`src/rtl/serial_link_pkg.sv`:
```
// Shared serial-link types and constants for the RX half-word aligner.
package serial_link_pkg;

    localparam int unsigned PhyLanes = 8;
    localparam logic [2*PhyLanes-1:0] TrainPattern = 16'hA55A;

    typedef enum logic {
        SEARCH = 1'b0,
        LOCKED = 1'b1
    } align_state_e;

    typedef enum logic {
        UPPER = 1'b0,
        LOWER = 1'b1
    } align_phase_e;

    typedef logic [PhyLanes-1:0]   phy_half_t;
    typedef logic [2*PhyLanes-1:0] phy_data_t;

endpackage

```
`src/rtl/serial_link_rx_ddr_aligner.sv`:
```
// Pairs DDR half-words into full PHY words, aligning on a repeated training word
// so the first-sent upper half always lands in the top of data_o.
module serial_link_rx_ddr_aligner #(
    parameter int unsigned           NumLanes     = 8,
    parameter logic [2*NumLanes-1:0] TrainPattern = serial_link_pkg::TrainPattern,
    parameter int unsigned           LockCount    = 4
) (
    input  logic                    clk_i,
    input  logic                    rst_ni,
    input  logic [NumLanes-1:0]     in_data_i,
    input  logic                    in_valid_i,
    output logic                    in_ready_o,
    output logic [2*NumLanes-1:0]   data_o,
    output logic                    valid_o,
    input  logic                    ready_i,
    input  logic                    relock_i,
    output logic                    locked_o
);
    import serial_link_pkg::*;

    localparam logic [3:0] LockMax = 4'(LockCount);
    localparam logic [3:0] LockLast = 4'(LockCount - 1);

    if (TrainPattern[2*NumLanes-1:NumLanes] == TrainPattern[NumLanes-1:0]) begin : g_bad_pattern
        $error("TrainPattern halves must differ");
    end
    if ((LockCount < 1) || (LockCount > 15)) begin : g_bad_lock_count
        $error("LockCount must be in 1..15");
    end

    align_state_e          r_state;
    align_state_e          w_state_next;
    align_phase_e          r_phase;
    logic [NumLanes-1:0]   r_prev;
    logic [NumLanes-1:0]   r_hi;
    logic                  r_skip;
    logic [3:0]            r_match_cnt;
    logic [2*NumLanes-1:0] r_data;
    logic                  r_valid;
    logic                  r_locked;
    logic                  w_in_ready;
    logic                  w_accept;
    logic                  w_match;
    logic                  w_lock_hit;
    logic                  w_load;

    assign w_accept   = in_valid_i & w_in_ready;
    assign w_match    = ({r_prev, in_data_i} == TrainPattern);
    // The half completing the final required match; a same-cycle relock wins.
    assign w_lock_hit = (r_state == SEARCH) & w_accept & ~relock_i & ~r_skip & w_match
                        & (r_match_cnt >= LockLast);
    assign w_load     = (r_state == LOCKED) & w_accept & ~relock_i & (r_phase == LOWER);

    // State register.
    always_ff @(posedge clk_i or negedge rst_ni) begin
        if (!rst_ni) begin
            r_state <= SEARCH;
        end else begin
            r_state <= w_state_next;
        end
    end

    // Next-state decode.
    always_comb begin
        w_state_next = r_state;
        case (r_state)
            SEARCH: begin
                if (w_lock_hit) begin
                    w_state_next = LOCKED;
                end else begin
                    w_state_next = SEARCH;
                end
            end
            LOCKED: begin
                if (relock_i) begin
                    w_state_next = SEARCH;
                end else begin
                    w_state_next = LOCKED;
                end
            end
            default: w_state_next = SEARCH;
        endcase
    end

    // Input ready: only the lower half of a locked word waits on the output slot.
    always_comb begin
        w_in_ready = 1'b1;
        case (r_state)
            SEARCH: w_in_ready = 1'b1;
            LOCKED: begin
                if (r_phase == UPPER) begin
                    w_in_ready = 1'b1;
                end else begin
                    w_in_ready = ~r_valid | ready_i;
                end
            end
            default: w_in_ready = 1'b1;
        endcase
    end

    // Training search: shift register, 2-half spacing and saturating match count.
    always_ff @(posedge clk_i or negedge rst_ni) begin
        if (!rst_ni) begin
            r_prev      <= {NumLanes{1'b0}};
            r_skip      <= 1'b0;
            r_match_cnt <= 4'd0;
        end else if (relock_i) begin
            r_prev      <= {NumLanes{1'b0}};
            r_skip      <= 1'b0;
            r_match_cnt <= 4'd0;
        end else if ((r_state == SEARCH) && w_accept) begin
            r_prev <= in_data_i;
            if (r_skip) begin
                r_skip <= 1'b0;
            end else if (w_match) begin
                r_skip <= 1'b1;
                if (r_match_cnt < LockMax) begin
                    r_match_cnt <= r_match_cnt + 4'd1;
                end
            end else begin
                r_match_cnt <= 4'd0;
            end
        end
    end

    // Locked pairing: capture the upper half, then emit on the lower half.
    always_ff @(posedge clk_i or negedge rst_ni) begin
        if (!rst_ni) begin
            r_phase <= UPPER;
            r_hi    <= {NumLanes{1'b0}};
        end else if (relock_i || w_lock_hit) begin
            r_phase <= UPPER;
        end else if ((r_state == LOCKED) && w_accept) begin
            if (r_phase == UPPER) begin
                r_hi    <= in_data_i;
                r_phase <= LOWER;
            end else begin
                r_phase <= UPPER;
            end
        end
    end

    // Output word register; a pending word survives a relock until handshaked.
    always_ff @(posedge clk_i or negedge rst_ni) begin
        if (!rst_ni) begin
            r_data  <= {(2*NumLanes){1'b0}};
            r_valid <= 1'b0;
        end else if (w_load) begin
            r_data  <= {r_hi, in_data_i};
            r_valid <= 1'b1;
        end else if (ready_i) begin
            r_valid <= 1'b0;
        end
    end

    // Lock indicator.
    always_ff @(posedge clk_i or negedge rst_ni) begin
        if (!rst_ni) begin
            r_locked <= 1'b0;
        end else if (relock_i) begin
            r_locked <= 1'b0;
        end else if (w_lock_hit) begin
            r_locked <= 1'b1;
        end
    end

    assign in_ready_o = w_in_ready;
    assign data_o     = r_data;
    assign valid_o    = r_valid;
    assign locked_o   = r_locked;

endmodule

```
`config.mk`:
```
export PLATFORM = sky130hd
export DESIGN_NAME = serial_link_rx_ddr_aligner
export DESIGN_NICKNAME = d
export VERILOG_FILES = /design/src/rtl/serial_link_pkg.sv /design/src/rtl/serial_link_rx_ddr_aligner.sv
export SDC_FILE = /design/constraint.sdc
export NUM_CORES = 1
export LEC_CHECK = 0
export ABC_CLOCK_PERIOD_IN_PS = 1500
export CAP_MARGIN = 20
export CELL_PAD_IN_SITES_DETAIL_PLACEMENT = 1
export CELL_PAD_IN_SITES_GLOBAL_PLACEMENT = 1
export CORE_AREA = 4 4 104 67
export DETAILED_ROUTE_END_ITERATION = 6
export DIE_AREA = 0 0 108 71
export GPL_ROUTABILITY_DRIVEN = 0
export GPL_TIMING_DRIVEN = 0
export PLACE_DENSITY = 0.66
export SLEW_MARGIN = 20
export SYNTH_ARGS = -nofsm -noshare
export SYNTH_HDL_FRONTEND = slang
export SYNTH_SLANG_ARGS = --single-unit
```
`constraint.sdc`:
```
create_clock -name clk_i -period 1.5 [get_ports clk_i]
set_clock_uncertainty 0.15 [all_clocks]
set_input_delay 0.225 -clock clk_i [delete_from_list [all_inputs] [get_ports clk_i]]
set_output_delay 0.225 -clock clk_i [all_outputs]
set_load 0.02 [all_outputs]
```
==> results of run 1 <==
what timing repair did:
item	in CTS	in global routing
setup endpoints to repair	57	40
pin swaps	9	9
gates resized for setup	49	34
hold buffers	1	0
buffers inserted	5	7
gates cloned	1	0
endpoints found under the hold margin	41	0
tightest hold or removal path, stage by stage:
cell,delay [ps]
dlymetal6s2s_1,170
nand2_1,90
a21oi_2,50
registers in the layout, indices dropped and copies added (netlist names):
| name | cells |
|---|---|
| data_o | 16 |
| locked_o | 1 |
| r_hi | 8 |
| r_match_cnt | 4 |
| r_phase | 1 |
| r_prev | 8 |
| r_skip | 1 |
| r_state | 1 |
| valid_o | 1 |
where the power goes:
group	switching, mW	leakage [nW]	internal [mW]
clock network	0.396	0.0574	0.541
registers	0.0150	0.561	1.13
logic	0.0926	0.705	0.0828
total	0.503	1.32	1.75
logic make-up after synthesis:
family / synth area share
multiplexers: 0.1794
AO/OA/AOI/OAI: 0.06076
adder cells (fa/ha/maj): 0.007147
buffers and inverters: 0.03074
AND/OR/NAND/NOR: 0.1358
flip-flops: 0.5861
how the worst max path moves through the flow:
| stage | from | endpoint | slack (ps) | depth (start not counted) |
|---|---|---|---|---|
| 2_1_floorplan | valid_o | data_o[10] | -250 | 6 |
| 3_3_place_gp | rst_ni | valid_o | -990 | 1 |
| 3_5_place_dp | in_data_i[4] | r_phase | -790 | 5 |
| 4_1_cts | valid_o | data_o[11] | -280 | 6 |
| 5_1_grt | valid_o | data_o[7] | -310 | 6 |
| 6_report | valid_o | data_o[11] | -270 | 6 |
layout make-up:
class | instances | area (um2) | share of cell area
clock inverter | 2 | 37.54 | 0.01435
buffer | 5 | 57.56 | 0.02201
sequential | 41 | 1028 | 0.3933
inverter | 2 | 7.507 | 0.002871
tap | 84 | 105.1 | 0.04019
multi-input combinational | 88 | 847.1 | 0.3239
timing repair buffer | 45 | 449.2 | 0.1718
clock buffer | 6 | 82.58 | 0.03158
stage by stage:
stage	cell area, um2	worst slack, ps
global route	2615	-307.9
CTS	2430	-278.0
finish	2615	-271.9
floorplan	1754	-250.1
detailed placement	2175	-788.3
global placement	2160	-992.7
Yosys cell counts, types with 2 or more instances:
master,count,share of area
mux2_2,15,0.096
inv_1,2,0.0043
mux2_4,9,0.077
nand2_1,21,0.045
nor2_1,3,0.0064
nor4bb_1,4,0.023
a21oi_1,15,0.043
dfrtp_1,41,0.59
nor3_1,3,0.0086
clkbuf_1,4,0.0086
nor3_2,2,0.011
nand2b_1,2,0.0071
per-layer routing:
| layer | track usage | part of all wire | routed length (um) |
|---|---|---|---|
| met4 | 0.04202 | 0.0067 | 31 |
| met5 | 0 | 0 | 0 |
| met1 | 0.1689 | 0.48 | 2219 |
| met2 | 0.1860 | 0.47 | 2172 |
| met3 | 0.03373 | 0.043 | 201 |
==> results.yml, run 1 <==
worst_hold_path:
  min-delay-start: "in_data_i[6]"
  hold_path_end: "r_prev[6]"
  holdCritPathClass: "input pin to register"
  hold_path_depth: 3
clock_network:
  clkLatencyLatePin_ps: 300
  clk_pin_slew_ps: 80
  cts-root-buf: "clkbuf_8"
  cts_buffers: 5
  cts_tree: "yes"
  clock-sinks: 41
  htreeDepth: 2
  max-clock-path-buffers: 2
final_layout:
  final_cells: 273
  fin_nets: 202
  final_util: 0.4378
  fill_cells: 651
  diodes: 0
  final_common_cell: "dfrtp_1"
  area_delta_synth_final_pct: 49.39
  layout-drive-gt1-share: 0.4074
  final_cell_mix: "dfrtp_1, dlygate4sd2_1, nand2_1"
sta:
  setup_slack_ps: -271.9
  slew_viol_final: 0
  tightest_slew_ps: 592.1
  slew_headroom: 0.6052
  hold_slack_ps: 140.6
  tns_ps: -4637
  period_needed_ps: 1772
  hold_viol_final: 0
  period_share: 1.181
  rsz0062_at_grt: "true"
  finalSetupViolations: 30
  fmax_mhz: 564.4
die:
  io_pins: 32
  die_area_um2: 7668
  core_um2: 5973
  num_rows: 22
  fp.dieH_um: 71
  die_x_um: 108
  initial_utilization: 0.2930
route:
  drtIter0Drc: 44
  wire_per_inst_um: 16.94
  ant_nets: 0
  drc_errors: 0
  vias: 1265
  first_pass_iters: 4
  totalWireLength_um: 4625
  vias_per_cell: 4.634
job:
  maxCapViolations: 0
placement:
  numPortBuffers: 30
  hpwl_um: 2992
  placed_cells: 252
setup_path:
  critPathCaptureType: "register"
  startpoint_type: "register"
  path_buf_inv: 2
  r2r_cells: 6
  arrival_ps: 1810
  path_max_fanout: 6
  critPathRequiredTime_ps: 1530
  rr_endpoint: "data_o[11]"
  slowest_delay_ps: 440
  cp_slowest_cell: "dfrtp_2"
  path_cells: "nand2b_4 -> nand2_2 -> or3_4 -> buf_8 -> buf_12 -> mux2_4"
  path_class: "register to register"
  rrSetupSlack_ps: -270
  crit_family: "simple AND/OR/NAND/NOR gates"
  r2r_start: "valid_o"
global_routing:
  gr-usage-all-layers: 0.1226
  grt_pass1_vias: 1387
  grt-ovfl-total: 0
  grt_max_degree: 33
  grt_pass1_wl_um: 7369
  antenna_found_initial: 0
synthesis:
  async_flop_share: 1.000
  yosys_warnings: 0
  postSynthAreaPerCell_um2: 12.78
  syn-num-nets: 151
  synth_seq_area_share: 0.5861
  synth-edff-count: 0
  synth_flop_cell: "dfrtp_1"
  syn_area_um2: 1750
  ys_types: 28
  ys_seq_elements: 41
  syn-instance-count: 137
power:
  ir_drop_mv: 0.3578
  p_total_mw: 2.257
  leakagePower_nw: 1.323
  p_per_area_nw_per_um2: 863.1
outcome:
  status: "finished with violations"
  violations: "negative setup slack"
Power figures use the tool's default switching activity.
==> inputs of run 2 (changes only) <==
--- a/config.mk
+++ b/config.mk
@@ -11,9 +11,11 @@
 export CELL_PAD_IN_SITES_GLOBAL_PLACEMENT = 1
 export CORE_AREA = 4 4 104 67
+export CTS_CLUSTER_SIZE = 25
 export DETAILED_ROUTE_END_ITERATION = 6
 export DIE_AREA = 0 0 108 71
+export DONT_BUFFER_PORTS = 1
 export GPL_ROUTABILITY_DRIVEN = 0
 export GPL_TIMING_DRIVEN = 0
-export PLACE_DENSITY = 0.66
+export PLACE_DENSITY = 0.57
 export SLEW_MARGIN = 20
 export SYNTH_ARGS = -nofsm -noshare
==> constraint.sdc (replaced) <==
create_clock -name clk_i -period 1.5 [get_ports clk_i]
set_clock_uncertainty 0.15 [all_clocks]
set_input_delay 0.15 -clock clk_i [delete_from_list [all_inputs] [get_ports clk_i]]
set_output_delay 0.15 -clock clk_i [all_outputs]
set_load 0.02 [all_outputs]
==> results.yml, run 2 (synthesis gave the netlist of run 1 again) <==
global_routing:
  antenna_found_initial: 0
  grt_pass1_vias: 1447
  gr-usage-all-layers: 0.1363
  grt_max_degree: 42
  grt_pass1_wl_um: 7935
  grt-ovfl-total: 0
route:
  first_pass_iters: 4
  vias_per_cell: 4.752
  drc_errors: 0
  totalWireLength_um: 4738
  vias: 1226
  wire_per_inst_um: 18.36
  ant_nets: 0
  drtIter0Drc: 17
final_layout:
  regArea_um2: 1028
  area_delta_synth_final_pct: 37.74
  layout-drive-gt1-share: 0.4483
  multiInputGateArea_um2: 783.3
  final_util: 0.4036
  final_common_cell: "dfrtp_1"
  largest_register_ffs: 16
  diodes: 0
  fin_nets: 187
  fill_cells: 638
  final_cells: 258
  final_cell_mix: "dfrtp_1, nand2_1, mux2_2"
sta:
  rsz0062_at_grt: "true"
  tns_ps: -6830
  period_share: 1.191
  tightest_slew_ps: 695.7
  setup_slack_ps: -286.8
  slew_headroom: 0.5337
  slew_viol_final: 0
  finalSetupViolations: 32
  period_needed_ps: 1787
  hold_viol_final: 1
  fmax_mhz: 559.7
  hold_slack_ps: -34.02
setup_path:
  cp_slowest_cell: "dfrtp_2"
  r2r_cells: 5
  rrSetupSlack_ps: -290
  path_cells: "nand2b_1 -> nand2_1 -> or3_4 -> buf_12 -> mux2_4"
  path_buf_inv: 1
  cp-startpoint: "valid_o"
  endpoint: "data_o[10]"
  path_max_fanout: 5
  crit_family: "simple AND/OR/NAND/NOR gates"
  critPathCaptureType: "register"
  critPathRequiredTime_ps: 1530
  cp.depth: 5
  rr_endpoint: "data_o[10]"
  r2r_start: "valid_o"
  arrival_ps: 1820
  slowest_delay_ps: 470
  startpoint_type: "register"
  path_class: "register to register"
outcome:
  violations: "negative hold slack, negative setup slack"
  status: "finished with violations"
power:
  p_per_area_nw_per_um2: 834.1
  leakagePower_nw: 1.115
  ir_drop_mv: 0.3858
  p_total_mw: 2.011
clock_network:
  clock-sinks: 41
  clkLatencyLatePin_ps: 290
  max-clock-path-buffers: 2
  cts-root-buf: "clkbuf_8"
  cts_tree: "yes"
  htreeDepth: 2
  cts_buffers: 5
  ctsHoldBuffers: 10
  clk_pin_slew_ps: 80
worst_hold_path:
  min-delay-start: "in_valid_i"
  holdCritPathClass: "input pin to register"
placement:
  place_ws_ps: -415.9
  hpwl_um: 3070
  numPortBuffers: 0
  placed_cells: 221
die:
  die_area_um2: 7668
  num_rows: 22
  io_pins: 32
  fp.dieH_um: 71
  initial_utilization: 0.2930
  die_x_um: 108
  core_um2: 5973
job:
  maxCapViolations: 0
==> run 2: routing by layer <==
layer | track usage | up-vias | part of all wire
li1 | - | 552 | -
met1 | 0.1775 | 642 | 0.46
met2 | 0.2183 | 27 | 0.47
met3 | 0.04740 | 5 | 0.065
met4 | 0.03361 | 0 | 0.0074
met5 | 0 | - | 0
==> run 2: cell type report <==
| class | instances | area share |
|---|---|---|
| sequential | 41 | 0.4266 |
| multi-input combinational | 88 | 0.3249 |
| timing repair buffer | 31 | 0.1484 |
| tap | 84 | 0.04359 |
| clock buffer | 6 | 0.03010 |
| buffer | 4 | 0.01713 |
| clock inverter | 2 | 0.006227 |
| inverter | 2 | 0.003114 |
==> run 2: metrics by stage <==
stage,hold slack [ps],cell area (um2)
after floorplan,-295.6,1754
after global placement,-294.5,1859
after detailed placement,-294.3,1859
after CTS,-39.40,2356
after global routing,-26.04,2411
final,-34.02,2411
==> run 2: how the worst min path moves through the flow <==
stage          cells after the start          to  slack, ps
5_1_grt                            2     r_phase        -30
6_report                           2     r_phase        -30
4_1_cts                            2     r_phase        -40
3_3_place_gp                       0   data_o[7]       -290
2_1_floorplan                      0   data_o[0]       -300
3_5_place_dp                       0  data_o[15]       -290
==> run 2: what timing repair did <==
action	4_1_cts	5_1_grt
pin swaps	8	3
buffers inserted	21	3
gates cloned	1	0
resized for setup	31	11
setup endpoints to repair	41	36
endpoints found under the hold margin	66	1
==> run 2: power breakdown <==
group / switching (mW) / leakage (nW) / internal, mW
combinational: 0.0764 / 0.517 / 0.0666
clock: 0.393 / 0.0374 / 0.328
sequential: 0.0173 / 0.561 / 1.13
==> inputs of run 3 (changes only) <==
- CORE_AREA: 4 4 104 67 -> 4 4 87 56
- DIE_AREA: 0 0 108 71 -> 0 0 91 60
- PLACE_DENSITY: 0.57 -> 0.76
==> results.yml, run 3 (synthesis gave the netlist of run 1 again) <==
outcome:
  status: "finished with violations"
  violations: "negative hold slack, negative setup slack"
sta:
  tightest_slew_ps: 697.5
  finalSetupViolations: 32
  slew_viol_final: 0
  rsz0062_at_grt: "true"
  setup_slack_ps: -266.6
  period_needed_ps: 1767
  hold_viol_final: 2
  slew_headroom: 0.5325
  fmax_mhz: 566.1
  period_share: 1.178
  hold_slack_ps: -32.65
setup_path:
  startpoint_type: "register"
  arrival_ps: 1800
  critPathCaptureType: "register"
  path_class: "register to register"
  critPathRequiredTime_ps: 1530
  path_max_fanout: 5
route:
  highest_layer: "met4"
  dr_wl_met2_um: 2332
  wl_met3_um: 280
  vias_per_cell: 5.469
  totalWireLength_um: 4857
  first_pass_iters: 4
  vias: 1225
  wl_met1_um: 2203
  drc_errors: 0
  wire_per_inst_um: 21.68
  drtIter0Drc: 82
  ant_nets: 0
clock_network:
  htreeDepth: 2
  ctsHoldBuffers: 10
  clock-sinks: 41
  max-clock-path-buffers: 2
  clkLatencyLatePin_ps: 290
  cts_tree: "yes"
  cts_buffers: 5
  clk_pin_slew_ps: 80
  cts-root-buf: "clkbuf_8"
power:
  ir_drop_mv: 0.5121
  clockPowerShare: 0.448
  leakagePower_nw: 1.159
  switching_share: 0.2063
  comb_power_share: 0.062
  p_per_area_nw_per_um2: 964.7
  switching_power_uw: 482.9
  seq_power_share: 0.490
  intPower_mw: 1.858
worst_hold_path:
  holdCritPathClass: "input pin to register"
die:
  die_area_um2: 5460
  num_rows: 18
  io_pins: 32
  core_um2: 4054
  die_x_um: 91
  fp.dieH_um: 60
  initial_utilization: 0.4318
job:
  maxCapViolations: 0
global_routing:
  gr-usage-all-layers: 0.1866
  grt-ovfl-total: 0
  grt_max_degree: 42
  grt_pass1_vias: 1385
  antenna_found_initial: 0
  grt_pass1_wl_um: 7493
placement:
  numPortBuffers: 0
  hpwl_um: 2886
  place_ws_ps: -353.7
final_layout:
  final_cell_mix: "dfrtp_1, nand2_1, mux2_2"
  largest_register_ffs: 16
  final_common_cell: "dfrtp_1"
  diodes: 0
  fin_nets: 187
  fill_cells: 393
  final_util: 0.5985
  area_delta_synth_final_pct: 38.60
  layout-drive-gt1-share: 0.4885
run 3: final timing paths:
| path | start | endpoint | slack (ps) | cells past startpoint |
|---|---|---|---|---|
| worst max-delay path | valid_o | data_o[8] | -270 | 5 |
| worst min-delay path | in_valid_i | r_skip | -30 | 4 |
| worst max register to register | valid_o | data_o[8] | -270 | 5 |
| worst min register to register | r_hi[4] | data_o[12] | 360 | 1 |
| max in group asynchronous | rst_ni | data_o[4] | 830 | 2 |
| min in group asynchronous | rst_ni | data_o[15] | 160 | 2 |
run 3: final cells by class:
| class | instances | area, um2 | share of cell area |
|---|---|---|---|
| Sequential cell | 41 | 1028 | 0.4239 |
| Multi-Input combinational cell | 88 | 815.8 | 0.3363 |
| Timing Repair Buffer | 31 | 336.6 | 0.1387 |
| Clock buffer | 5 | 68.82 | 0.02837 |
| Clock inverter | 3 | 65.06 | 0.02682 |
| Tap cell | 50 | 62.56 | 0.02579 |
| Buffer | 4 | 41.29 | 0.01702 |
| Inverter | 2 | 7.507 | 0.003094 |
run 3: power groups by stage:
| stage | clock network (mW) | registers [mW] | logic (mW) |
|---|---|---|---|
| final | 1.05 | 1.15 | 0.145 |
| after floorplan | 0 | 1.16 | 0.0526 |
| after global routing | 1.12 | 1.15 | 0.161 |
| after detailed placement | 0 | 1.17 | 0.0672 |
| after global placement | 0 | 1.17 | 0.0604 |
| after CTS | 1.06 | 1.15 | 0.133 |
run 3: per-layer routing:
layer  track usage  up-vias
li1              -      554
met1        0.2312      634
met2        0.3138       32
met3       0.06792        5
met4       0.05150        0
met5             0        -
run 3: critical path, cell delays in order, from the launching register on:
cell and delay [ps]:
dfrtp_2 480, nand2b_4 110, nand2_4 50, or3_4 390
buf_12 170, mux2_4 300
run 3: timing repair:
item | CTS | global route
pin swaps | 6 | 6
buffers inserted | 12 | 8
setup endpoints to repair | 38 | 34
gates resized for setup | 22 | 23
endpoints found under the hold margin | 67 | 2
gates cloned | 0 | 1
run 3: stage by stage:
stage	cell area [um2]	hold slack (ps)	std cells	power, mW	TNS (ps)
2_1_floorplan	1754	-295.6	137	1.215	-2832
3_3_place_gp	1817	-294.6	187	1.226	-6629
3_5_place_dp	1817	-294.5	187	1.235	-8073
4_1_cts	2243	-38.04	216	2.341	-6923
5_1_grt	2426	-38.55	224	2.428	-8244
6_report	2426	-32.65	224	2.340	-6522
==> variant, RTL diff (flow settings as in run 1) <==
`NumLanes`: 8 -> 12.
--- a/src/rtl/serial_link_rx_ddr_aligner.sv
+++ b/src/rtl/serial_link_rx_ddr_aligner.sv
@@ -3,3 +3,3 @@
 module serial_link_rx_ddr_aligner #(
-    parameter int unsigned           NumLanes     = 8,
+    parameter int unsigned           NumLanes     = 12,
     parameter logic [2*NumLanes-1:0] TrainPattern = serial_link_pkg::TrainPattern,
Interface: changed (resized data_o and in_data_i); port bits go from 32 to 44. No check against the original RTL was run, so the function may have changed too.
==> variant against run 1 <==
  * The flow still finishes with violations (negative setup slack)
  * Design area rose by 35%
  * Largest cell class unchanged
  * Routed wire length increased by 43%
  * Clock power grew 54%
  * Setup slack improved by 0.11 ns
  * Synthesized area grew 40%
  * Largest power group unchanged
  * Die area is the same
  * Power is 41% higher
  * Sequential cell count increased by 16
  * Via count is 37% higher
  * Highest routed layer unchanged
  * Fmax increased by 6.6%
==> variant: results (changes against run 1) <==
Hold Path Sink - r_prev[10]
Largest stage delay on the critical path - 0.46 ns (+0.02 ns)
Total length of routed met3 wires - 409 um (+100%)
Highest signal layer in the routed design - met4
Clock latency reported for the late side of the worst-skew pair - 0.34 ns (+0.04 ns)
Setup violations, final - 36 (+20%)
Signal arrival time at the worst endpoint - 1.77 ns (-0.04 ns)
Adder-cell share of the synthesized area - 0.512% (-0.20 points)
Compound-Gate Fraction of Synth Area - 6.55% (+0.47 points)
Worst hold slack - 0.0799 ns (-0.0607 ns)
Power consumed by the clock network - 1440 uW (+54%)
Hold Startpoint - in_data_i[10]
M1 WL - 3070 um (+38%)
Global-route wire length before repair - 10400 um (+41%)
Slew HR - 52.5% (-8.0 points)
DR WL met2 - 3110 um (+43%)
Ratio of cells with drive above 1 in the final layout - 37.6% (-3.1 points)
Maximum number of pins on one net before global-route repair - 58 (+76%)
All-layer global routing usage - 18.1% (+5.9 points)
Peak supply drop - 0.000694 V (+94%)
Sum of negative setup slack - -3.40 ns (+1.24 ns)
Number of flip-flops under the largest register name - 24 (+8)
Portion of netlist area occupied by mux cells - 19.5% (+1.6 points)
Most numerous cell types in the synthesized netlist - 57 x sky130_fd_sc_hd__dfrtp_1, 30 x sky130_fd_sc_hd__nand2_1, 19 x sky130_fd_sc_hd__mux2_4
Failing checks - negative setup slack
Number of buffers added by the clock tree synthesis step - 9 (+4)
Post-place setup slack - -0.649 ns (+0.140 ns)
Proportion of synthesized chip area in sequential cells - 58.3% (-0.27 points)
Standby leakage power - 0.00189 uW (+43%)
Sequential cell fraction of total power - 49.2% (-1.5 points)
Switching power as a share of total power - 22.5% (+0.22 points)
Placed Instances - 308 (+22%)
Detailed Route Iter0 Violations - 74 (+68%)
Number of buffer cells added on primary ports - 43 (+43%)
Total wire length after detailed routing - 6630 um (+43%)
Number of levels the H-tree was split into - 3 (+1)
Number of vias per cell - 5.11 (+10%)
Final WS setup - -0.162 ns (+0.110 ns)
Crit path to - r_match_cnt[1]
Fin nets - 269 (+33%)
Number of instances in the synthesized netlist - 181 (+32%)
Distinct cell type count after synthesis - 35 (+25%)
Status - finished with violations
Top-area cell type share of the netlist area - 58.3% (-0.27 points)
Nets in the synthesized netlist - 199 (+32%)
Number of cells on the worst reg-to-reg path - 4 (-2)
Critical path origin - r_state
Routed wirelength normalized by instance count - 19.5 um (+15%)
Number of warnings issued by yosys - 0 (unchanged)
DP Wirelength - 4100 um (+37%)
Area after DPL - 0.00298 mm^2 (+37%)
PnR Total Power - 3180 uW (+41%)
Vias in the first global route - 1935 (+40%)
Top area cells in the synthesized netlist - sky130_fd_sc_hd__dfrtp_1 58%, sky130_fd_sc_hd__mux2_4 12%, sky130_fd_sc_hd__mux2_2 7.4%
==> variant: cell count changes in the layout (fill, tap and decap cells not counted), moves of 5 or more <==
cell                            before  now
sky130_fd_sc_hd__clkbuf_8            6   11
sky130_fd_sc_hd__buf_4               5   10
sky130_fd_sc_hd__dlygate4sd2_1      25   31
sky130_fd_sc_hd__mux2_4             17   35
sky130_fd_sc_hd__dfrtp_1            39   55
sky130_fd_sc_hd__nand2_1            19   29
sky130_fd_sc_hd__mux2_2              7    1
==> variant: area by class of cell <==
cell class / count / area (um^2)
Timing Repair Buffer: 59 / 576
Buffer: 7 / 71.3
Sequential cell: 57 / 1430
Clock buffer: 12 / 155
Tap cell: 84 / 105
Fill cell: 619 / 2450
Inverter: 1 / 3.75
Multi-Input combinational cell: 116 / 1140
Clock inverter: 3 / 40.0
==> variant: worst max-delay path, delay by kind of cell, from the launching register on <==
kind / cells / cell delay (ns)
AND/OR/NAND/NOR: 2 / 0.67
flip-flops: 1 / 0.46
AO/OA/AOI/OAI: 2 / 0.29
==> variant: what timing repair did <==
| item | 4_1_cts | 5_1_grt |
|---|---|---|
| setup endpoints to repair | 74 | 52 |
| pin swaps | 1 | 8 |
| endpoints found under the hold margin | 57 | 0 |
| gates cloned | 3 | 0 |
| setup buffers | 5 | 9 |
| hold buffers | 1 | 0 |
| gates resized for setup | 71 | 27 |
==> variant: layer usage <==
metal	vias up	track usage (%)
li1	780	-
met1	901	23.3
met2	46	28.9
met3	6	7.57
met4	0	3.78
met5	-	0
==> variant: cells by family after synthesis <==
group,count (synthesis)
adder cells (fa/ha/maj),1
multiplexers,36
buffers and inverters,8
AO/OA/AOI/OAI,26
AND/OR/NAND/NOR,53
flip-flops,57
